**src/rtl/dvl_hw_scb_pkg.sv**
```systemverilog
// ----------------------------------------------------------------------------
// dvl_hw_pkg
//   Shared types and helpers for the hardware scoreboard (dvl_hw_scb).
//   - scb_state_t : scoreboard FSM states
//   - STOP_ON_ERR : when 1, the first error moves the FSM from RUN to HALT
//   - sat_add     : saturating add used by the statistics counters
// ----------------------------------------------------------------------------
package dvl_hw_pkg;

  typedef enum logic [1:0] {
    IDLE = 2'd0,
    RUN  = 2'd1,
    HALT = 2'd2
  } scb_state_t;

  localparam bit STOP_ON_ERR = 1'b1;

  // Returns min(a + b, max). Operands are zero-extended by the caller, so any
  // counter width up to 32 bits can share this one helper.
  function automatic logic [31:0] sat_add(input logic [31:0] a,
                                          input logic [31:0] b,
                                          input logic [31:0] max);
    logic [32:0] sum;
    sum = {1'b0, a} + {1'b0, b};
    return (sum > {1'b0, max}) ? max : sum[31:0];
  endfunction

endpackage

```
**src/rtl/dvl_hw_scb_if.sv**
```systemverilog
// ----------------------------------------------------------------------------
// dvl_hw_scb_if
//   Per-channel valid/ready streams of the hardware scoreboard.
//   exp_* : expected words from the generator (channel c at [c*DW +: DW])
//   act_* : DUT output words to be checked
//   master : stimulus side (drives valid/data, observes ready)
//   slave  : scoreboard side (observes valid/data, drives ready)
// ----------------------------------------------------------------------------
interface dvl_hw_scb_if #(
  parameter int CH = 2,
  parameter int DW = 32
);

  logic [CH-1:0]    exp_valid;
  logic [CH-1:0]    exp_ready;
  logic [CH*DW-1:0] exp_data;
  logic [CH-1:0]    act_valid;
  logic [CH-1:0]    act_ready;
  logic [CH*DW-1:0] act_data;

  modport master (
    output exp_valid, exp_data, act_valid, act_data,
    input  exp_ready, act_ready
  );

  modport slave (
    input  exp_valid, exp_data, act_valid, act_data,
    output exp_ready, act_ready
  );

endinterface

```
**src/rtl/dvl_hw_scb_fifo.sv**
```systemverilog
// ----------------------------------------------------------------------------
// dvl_hw_fifo
//   Synchronous FIFO holding the expected words of one scoreboard channel.
//   Ports:
//     clk, resetn    clock, synchronous active-low reset
//     clr            synchronous flush
//     push, din      write din when push and not full
//     pop            drop the head word when pop and not empty
//     full, empty    status
//     head           oldest stored word (valid only when !empty)
//   Pointers carry one extra bit so full/empty are told apart with a natural
//   wrap modulo 2*DEPTH.
// ----------------------------------------------------------------------------
module dvl_hw_fifo #(
  parameter int DW    = 32,
  parameter int DEPTH = 8
) (
  input  logic          clk,
  input  logic          resetn,
  input  logic          clr,
  input  logic          push,
  input  logic          pop,
  input  logic [DW-1:0] din,
  output logic          full,
  output logic          empty,
  output logic [DW-1:0] head
);

  localparam int AW = $clog2(DEPTH);

  logic [AW:0]   wr_ptr;
  logic [AW:0]   rd_ptr;
  logic [DW-1:0] mem [DEPTH];

  // NOTE: sequential state is written with non-blocking assignments so every
  // register samples pre-edge values regardless of statement order.
  always_ff @(posedge clk) begin
    if (!resetn || clr) begin
      wr_ptr <= '0;
      rd_ptr <= '0;
    end else begin
      if (push && !full)  wr_ptr <= wr_ptr + (AW+1)'(1);
      if (pop  && !empty) rd_ptr <= rd_ptr + (AW+1)'(1);
    end
  end

  // NOTE: the storage array is deliberately not reset; the pointers alone
  // decide which entries are valid, so stale contents are never observed.
  always_ff @(posedge clk) begin
    if (push && !full) mem[wr_ptr[AW-1:0]] <= din;
  end

  assign empty = (wr_ptr == rd_ptr);
  assign full  = (wr_ptr[AW] != rd_ptr[AW]) &&
                 (wr_ptr[AW-1:0] == rd_ptr[AW-1:0]);
  assign head  = mem[rd_ptr[AW-1:0]];

endmodule

```
**src/rtl/dvl_hw_scb.sv**
```systemverilog
// ----------------------------------------------------------------------------
// dvl_hw_scb
//   Multi-channel in-order hardware scoreboard. Each channel buffers expected
//   words in a FIFO; every accepted DUT word is compared with the FIFO head.
//   Ports:
//     clk, resetn   clock, synchronous active-low reset
//     en            IDLE -> RUN
//     clr           synchronous clear of FIFOs, counters, error capture; FSM -> IDLE
//     bus           dvl_hw_scb_if.slave: exp_* and act_* valid/ready streams
//     cmp_mask      compare mask (only with DVL_HW_SCB_MASK_EN defined)
//     match_cnt     total matches, saturating
//     mism_cnt      total mismatches, saturating
//     unexp_cnt     words accepted while the channel FIFO was empty, saturating
//     err           sticky first-error flag
//     err_ch        channel of the first error
//     err_exp       expected word of the first error (0 for an unexpected word)
//     err_act       actual word of the first error
//     done          RUN, all FIFOs empty and no act_valid this cycle
//   Build option: DVL_HW_SCB_MASK_EN adds cmp_mask; a match then only requires
//   the unmasked bits to agree. Captured error words stay unmasked.
//   Compare results are staged one cycle: the FIFO pops at the accept edge and
//   counters/error capture update on the following edge.
// ----------------------------------------------------------------------------
module dvl_hw_scb
  import dvl_hw_pkg::*;
#(
  parameter int DW    = 32,
  parameter int CH    = 2,
  parameter int DEPTH = 8,
  parameter int CNTW  = 16
) (
  input  logic                 clk,
  input  logic                 resetn,
  input  logic                 en,
  input  logic                 clr,
  dvl_hw_scb_if.slave          bus,
`ifdef DVL_HW_SCB_MASK_EN
  input  logic [DW-1:0]        cmp_mask,
`endif
  output logic [CNTW-1:0]      match_cnt,
  output logic [CNTW-1:0]      mism_cnt,
  output logic [CNTW-1:0]      unexp_cnt,
  output logic                 err,
  output logic [$clog2(CH):0]  err_ch,
  output logic [DW-1:0]        err_exp,
  output logic [DW-1:0]        err_act,
  output logic                 done
);

  localparam int          CHW     = $clog2(CH) + 1;
  localparam logic [31:0] CNT_MAX = 32'((64'd1 << CNTW) - 64'd1);

  scb_state_t state_q, state_d;
  logic       running, halted;

  logic [CH-1:0] full, empty, push, pop, acc, same;
  logic [CH-1:0] hit, miss, unexp;
  logic [DW-1:0] head [CH];

  // Staged compare results, applied to the statistics one edge later.
  logic [CH-1:0] r_match, r_mism, r_unexp;
  logic [DW-1:0] r_exp [CH];
  logic [DW-1:0] r_act [CH];
  logic          stage_err;

  logic           first_found;
  logic [CHW-1:0] first_ch;
  logic [DW-1:0]  first_exp, first_act;

  assign running = (state_q == RUN);
  assign halted  = (state_q == HALT);

  // --------------------------------------------------------------------------
  // Per-channel FIFO and compare
  // --------------------------------------------------------------------------
  for (genvar c = 0; c < CH; c++) begin : g_ch
    dvl_hw_fifo #(.DW(DW), .DEPTH(DEPTH)) u_fifo (
      .clk    (clk),
      .resetn (resetn),
      .clr    (clr),
      .push   (push[c]),
      .pop    (pop[c]),
      .din    (bus.exp_data[c*DW +: DW]),
      .full   (full[c]),
      .empty  (empty[c]),
      .head   (head[c])
    );

    // No pop-through: a full FIFO refuses a push even if it pops this cycle.
    assign bus.exp_ready[c] = !halted && !full[c];
    assign bus.act_ready[c] = running;

    assign push[c] = bus.exp_valid[c] && bus.exp_ready[c];
    assign acc[c]  = bus.act_valid[c] && running;
    assign pop[c]  = acc[c] && !empty[c];

`ifdef DVL_HW_SCB_MASK_EN
    assign same[c] = ((bus.act_data[c*DW +: DW] ^ head[c]) & cmp_mask) == '0;
`else
    assign same[c] = (bus.act_data[c*DW +: DW] == head[c]);
`endif

    // A word pushed in the same cycle is not visible yet: empty means unexpected.
    assign hit[c]   = pop[c] && same[c];
    assign miss[c]  = pop[c] && !same[c];
    assign unexp[c] = acc[c] && empty[c];
  end

  always_ff @(posedge clk) begin
    if (!resetn || clr) begin
      r_match <= '0;
      r_mism  <= '0;
      r_unexp <= '0;
      for (int c = 0; c < CH; c++) begin
        r_exp[c] <= '0;
        r_act[c] <= '0;
      end
    end else begin
      r_match <= hit;
      r_mism  <= miss;
      r_unexp <= unexp;
      for (int c = 0; c < CH; c++) begin
        r_exp[c] <= miss[c] ? head[c] : '0;
        r_act[c] <= bus.act_data[c*DW +: DW];
      end
    end
  end

  assign stage_err = |(r_mism | r_unexp);

  // Lowest-numbered erroring channel of the staged cycle.
  // NOTE: every output of this block gets a default first, so no path leaves
  // a variable unassigned and no latch is inferred.
  always_comb begin
    first_found = 1'b0;
    first_ch    = '0;
    first_exp   = '0;
    first_act   = '0;
    for (int c = 0; c < CH; c++) begin
      if (!first_found && (r_mism[c] || r_unexp[c])) begin
        first_found = 1'b1;
        first_ch    = CHW'(c);
        first_exp   = r_exp[c];
        first_act   = r_act[c];
      end
    end
  end

  // --------------------------------------------------------------------------
  // FSM
  // --------------------------------------------------------------------------
  always_ff @(posedge clk) begin
    if (!resetn || clr) state_q <= IDLE;
    else                state_q <= state_d;
  end

  always_comb begin
    state_d = state_q;
    unique case (state_q)
      IDLE:    if (en) state_d = RUN;
      RUN:     if (STOP_ON_ERR && stage_err) state_d = HALT;
      HALT:    state_d = HALT;  // only clr leaves HALT
      default: state_d = IDLE;
    endcase
  end

  // --------------------------------------------------------------------------
  // Statistics and first-error capture (frozen outside RUN)
  // --------------------------------------------------------------------------
  always_ff @(posedge clk) begin
    if (!resetn || clr) begin
      match_cnt <= '0;
      mism_cnt  <= '0;
      unexp_cnt <= '0;
      err       <= 1'b0;
      err_ch    <= '0;
      err_exp   <= '0;
      err_act   <= '0;
    end else if (running) begin
      match_cnt <= CNTW'(sat_add(32'(match_cnt), 32'($countones(r_match)), CNT_MAX));
      mism_cnt  <= CNTW'(sat_add(32'(mism_cnt),  32'($countones(r_mism)),  CNT_MAX));
      unexp_cnt <= CNTW'(sat_add(32'(unexp_cnt), 32'($countones(r_unexp)), CNT_MAX));
      if (!err && first_found) begin
        err     <= 1'b1;
        err_ch  <= first_ch;
        err_exp <= first_exp;
        err_act <= first_act;
      end
    end
  end

  assign done = running && (&empty) && !(|bus.act_valid);

endmodule

```
**src/flat_wrapper.sv**
```systemverilog
// flat-port wrapper written by rule: the top's interface ports become plain ports
module dvl_hw_scb_flat import dvl_hw_pkg::*;
#(
  parameter int DW    = 32,
  parameter int CH    = 2,
  parameter int DEPTH = 8,
  parameter int CNTW  = 16
)
  (clk, resetn, en, clr, match_cnt, mism_cnt, unexp_cnt, err, err_ch, err_exp, err_act, done, bus_exp_valid, bus_exp_data, bus_act_valid, bus_act_data, bus_exp_ready, bus_act_ready);
  dvl_hw_scb_if #(.CH(CH), .DW(DW)) bus_i ();
  input  logic clk;
  input  logic resetn;
  input  logic en;
  input  logic clr;
  output logic [CNTW-1:0] match_cnt;
  output logic [CNTW-1:0] mism_cnt;
  output logic [CNTW-1:0] unexp_cnt;
  output logic err;
  output logic [$clog2(CH):0] err_ch;
  output logic [DW-1:0] err_exp;
  output logic [DW-1:0] err_act;
  output logic done;
  input wire logic [$bits(bus_i.exp_valid)-1:0] bus_exp_valid;
  input wire logic [$bits(bus_i.exp_data)-1:0] bus_exp_data;
  input wire logic [$bits(bus_i.act_valid)-1:0] bus_act_valid;
  input wire logic [$bits(bus_i.act_data)-1:0] bus_act_data;
  output wire logic [$bits(bus_i.exp_ready)-1:0] bus_exp_ready;
  output wire logic [$bits(bus_i.act_ready)-1:0] bus_act_ready;
  assign bus_i.exp_valid = bus_exp_valid;
  assign bus_i.exp_data = bus_exp_data;
  assign bus_i.act_valid = bus_act_valid;
  assign bus_i.act_data = bus_act_data;
  assign bus_exp_ready = bus_i.exp_ready;
  assign bus_act_ready = bus_i.act_ready;
  dvl_hw_scb #(.DW(DW), .CH(CH), .DEPTH(DEPTH), .CNTW(CNTW)) u_core (.clk(clk), .resetn(resetn), .en(en), .clr(clr), .bus(bus_i), .match_cnt(match_cnt), .mism_cnt(mism_cnt), .unexp_cnt(unexp_cnt), .err(err), .err_ch(err_ch), .err_exp(err_exp), .err_act(err_act), .done(done));
endmodule
```
**config.mk**
```make
export PLATFORM = sky130hd
export DESIGN_NAME = dvl_hw_scb_flat
export DESIGN_NICKNAME = d
export VERILOG_FILES = /design/src/rtl/dvl_hw_scb_pkg.sv /design/src/rtl/dvl_hw_scb_if.sv /design/src/rtl/dvl_hw_scb_fifo.sv /design/src/rtl/dvl_hw_scb.sv /design/src/flat_wrapper.sv
export SDC_FILE = /design/constraint.sdc
export NUM_CORES = 1
export LEC_CHECK = 0
export BUFFER_PORTS_ARGS = -buffer_cell sky130_fd_sc_hd__buf_2
export CORE_ASPECT_RATIO = 0.5
export CORE_MARGIN = 2
export CORE_UTILIZATION = 40
export CTS_BUF_LIST = sky130_fd_sc_hd__clkbuf_8 sky130_fd_sc_hd__clkbuf_16
export CTS_CLUSTER_DIAMETER = 50
export DETAILED_ROUTE_END_ITERATION = 10
export GPL_TIMING_DRIVEN = 0
export PLACE_DENSITY = 0.6
export SETUP_SLACK_MARGIN = 0.2
export SLEW_MARGIN = 25
export SYNTH_ARGS = -nofsm -noshare
export SYNTH_HDL_FRONTEND = slang
export SYNTH_SLANG_ARGS = --single-unit
```
**constraint.sdc**
```tcl
create_clock -name clk -period 5.68 [get_ports clk]
set_clock_uncertainty 0.05 [all_clocks]
set_input_delay 0.568 -clock clk [delete_from_list [all_inputs] [get_ports clk]]
set_output_delay 0.568 -clock clk [all_outputs]
set_load 0.05 [all_outputs]
```
==> results.cfg <==
[layout]
area_growth_pct = 18.7
final_nets = 2315
drive_gt1_share_pct = 26.7

[setup_path]
worst-path-buf-inv = 5
crit_path_top_delay_cell = buf_1
r2r_cells = 11
r2r-end = u_core.r_exp[0][24]$_SDFF_PP0_
critPathArrivalTime_ps = 5280
crit_chain = buf_2 > buf_1 > buf_1 > buf_2 > mux2i_1 > xnor2_1 > nor4_1 > nand4_1 > o41ai_4 > buf_6 > nor2_1
end_kind = flip-flop
cp_max_fo = 10
critPathKind = flip-flop to flip-flop
max_stage_delay_ps = 720
cpLargestDelayFamily = buffers and inverters
cp-start-kind = flip-flop
cp.required_ps = 6090
r2r_slack_ps = 810

[run_status]
outcome = finished clean

[pwr]
finalPower_mw = 11.2
leakagePower_nw = 12.1
power_density_mw_per_mm2 = 323
irDropWorstVdd_v = 0.000192

[global_routing]
globalRoute.totalOverflow = 0
grt_pass1_vias = 16700
grt_max_degree = 24
grt_pass1_wl_mm = 111
antenna_found_initial = 6
grt_use_total_pct = 20.3

[sta]
max_freq_mhz = 205
finalSetupViolations = 0
period_minus_slack_ps = 4870
hold_viol_final = 0
rsz0062_at_grt = false
worst_pin_slew_ps = 1040
slew_violations = 0
finalCritPeriodShare_pct = 85.8
hold_ws_ps = 140
slew_headroom_pct = 30.6

[cts]
clk_path_buf_depth = 3
post_cts_buffers = 0
root_buffer = clkbuf_16
holdBufCountCts = 0
cts_made_buffers = 72
cts_resized = 0
clock_sinks = 784
cts_tree = done
clock_latency_ps = 620
cts.htree.levels = 3
clk_pin_slew_ps = 60

[place]
numPortBuffers = 254
hpwl_mm = 55.7
globalplace.congestion = 0.873

[yosys]
yosysWarnings = 0
async_flop_share_pct = 0
avgSynthCellArea_um2 = 16.4
synthesis.area_mm2 = 0.0292
syn-num-nets = 1937
yosysMostFrequentCell = edfxtp_1
synth_top_area_share_pct = 52.6
synth_cell_types = 47
seq_area_frac_synth_pct = 71.3
ys_ff_latch = 784
synth_flop_cell = edfxtp_1
synthTopCellsByArea = edfxtp_1 (53%), dfxtp_1 (19%), mux4_2 (8.7%)
synth_common_cells = edfxtp_1 (512), dfxtp_1 (272), nor2_1 (168)
synth_area_leader_cell = edfxtp_1
synth_edf_count = 512
synth_cells = 1785

[floorplan]
core_area_mm2 = 0.0717
start_util_pct = 40.8
die_w_um = 386
pin_count = 256
die_h_um = 195
rows = 69
dieArea_mm2 = 0.0753

[worst_hold_path]
hold_end = u_core.r_act[0][37]$_SDFF_PP0_
hold_depth = 2
hp-start = bus_act_data[37]
hold_class = input port to flip-flop

[run]
cap_violations = 0

[route]
drt_wl_total_mm = 76.7
dr_total_vias = 16700
wl_per_cell_um = 24.2
viasPerCell = 5.27
dr.pass1.iters = 9
drcViolationCount = 0
drtIter0Drc = 1511
detail-route-antenna-nets = 0
[through the flow]
step / utilization (%) / instance area [µm²] / setup WS (ps) / TNS [ps] / std cells
floorplan: - / 29200 / 778 / 0 / 1785
global placement: 44.2 / 31700 / -1050 / -173820 / 2997
detailed placement: 45.3 / 32400 / 797 / 0 / 3047
CTS: 48.4 / 34700 / 772 / 0 / 3172
global route: 48.4 / 34700 / 670 / 0 / 3173
finish: 48.4 / 34700 / 807 / 0 / 3174
[metal layers]
metal / global-route usage, % / share of wire (%)
met2: 34.3 / 50
met3: 3.42 / 4.6
met1: 26.7 / 42
met4: 6.49 / 3.1
met5: 0 / 0.051
[state kept, by name (all words and copies together), names as in the netlist, named ones only]
signal and cells:
u_core.g_ch.u_fifo.mem 512, u_core.r_act 64, u_core.r_exp 64, u_core.err_act 32, u_core.err_exp 32, u_core.match_cnt 16
u_core.mism_cnt 16, u_core.unexp_cnt 16, u_core.g_ch.u_fifo.rd_ptr 8, u_core.g_ch.u_fifo.wr_ptr 8, u_core.r_match 2, u_core.r_mism 2
u_core.r_unexp 2, u_core.state_q 2, u_core.err 1, u_core.err_ch 1
[logic make-up (layout without fill, tap and decap cells)]
family,after synthesis,count (layout),share of synthesized area [%]
AOI/OAI and AO/OA,151,151,4.06
xor gates and xnor gates,109,109,3.27
adders and majority gates,16,16,0.762
buffers and inverters,111,540,1.82
DFF,784,784,71.3
muxes,211,211,12.1
other,1,3,0.0128
and+or+nand+nor,402,402,6.70
[cell type report]
cell class / count / area [µm²]
fillers: 6150 / 37000
flip-flops and latches: 784 / 20800
multi-input cells: 890 / 7970
clock buffers: 80 / 1950
repair buffers: 304 / 1910
well taps: 958 / 1200
plain buffers: 102 / 498
clock inverters: 45 / 290
inverters: 9 / 33.8
diodes: 2 / 5.00
[layout by cell type (no fill, tap or decap), types with 29 or more instances in the layout]
master	instances
edfxtp_1	512
buf_2	277
dfxtp_1	272
nor2_1	160
mux4_2	113
mux2i_1	90
clkbuf_16	75
and2_1	67
xor2_1	66
a222oi_1	64
clkbuf_1	59
a21oi_1	49
nand2_1	43
xnor2_1	43
buf_4	36
nand4_1	29
[report_power, final]
group / internal (mW) / leakage [nW] / switching, mW
clock: 2.56 / 1.17 / 2.10
combinational: 0.140 / 4.07 / 0.258
sequential: 6.13 / 6.85 / 0.0212
total: 8.83 / 12.1 / 2.38
[worst max-delay path by stage]
stage | depth (start not counted) | slack, ps | start | to
6_report | 11 | 810 | flip-flop | u_core.r_exp[0][24]$_SDFF_PP0_
5_1_grt | 11 | 670 | flip-flop | u_core.r_exp[0][21]$_SDFF_PP0_
3_5_place_dp | 11 | 800 | flip-flop | u_core.r_exp[0][21]$_SDFF_PP0_
3_3_place_gp | 6 | -1050 | u_core.g_ch[0].u_fifo.wr_ptr[2]$_SDFFE_PP0P_ | u_core.g_ch[0].u_fifo.mem[0][12]$_DFFE_PP_
2_1_floorplan | 8 | 780 | u_core.g_ch[1].u_fifo.wr_ptr[0]$_SDFFE_PP0P_ | u_core.g_ch[1].u_fifo.mem[2][0]$_DFFE_PP_
4_1_cts | 11 | 770 | flip-flop | u_core.r_exp[0][24]$_SDFF_PP0_
No activity file was read; power rests on OpenSTA's default activity.
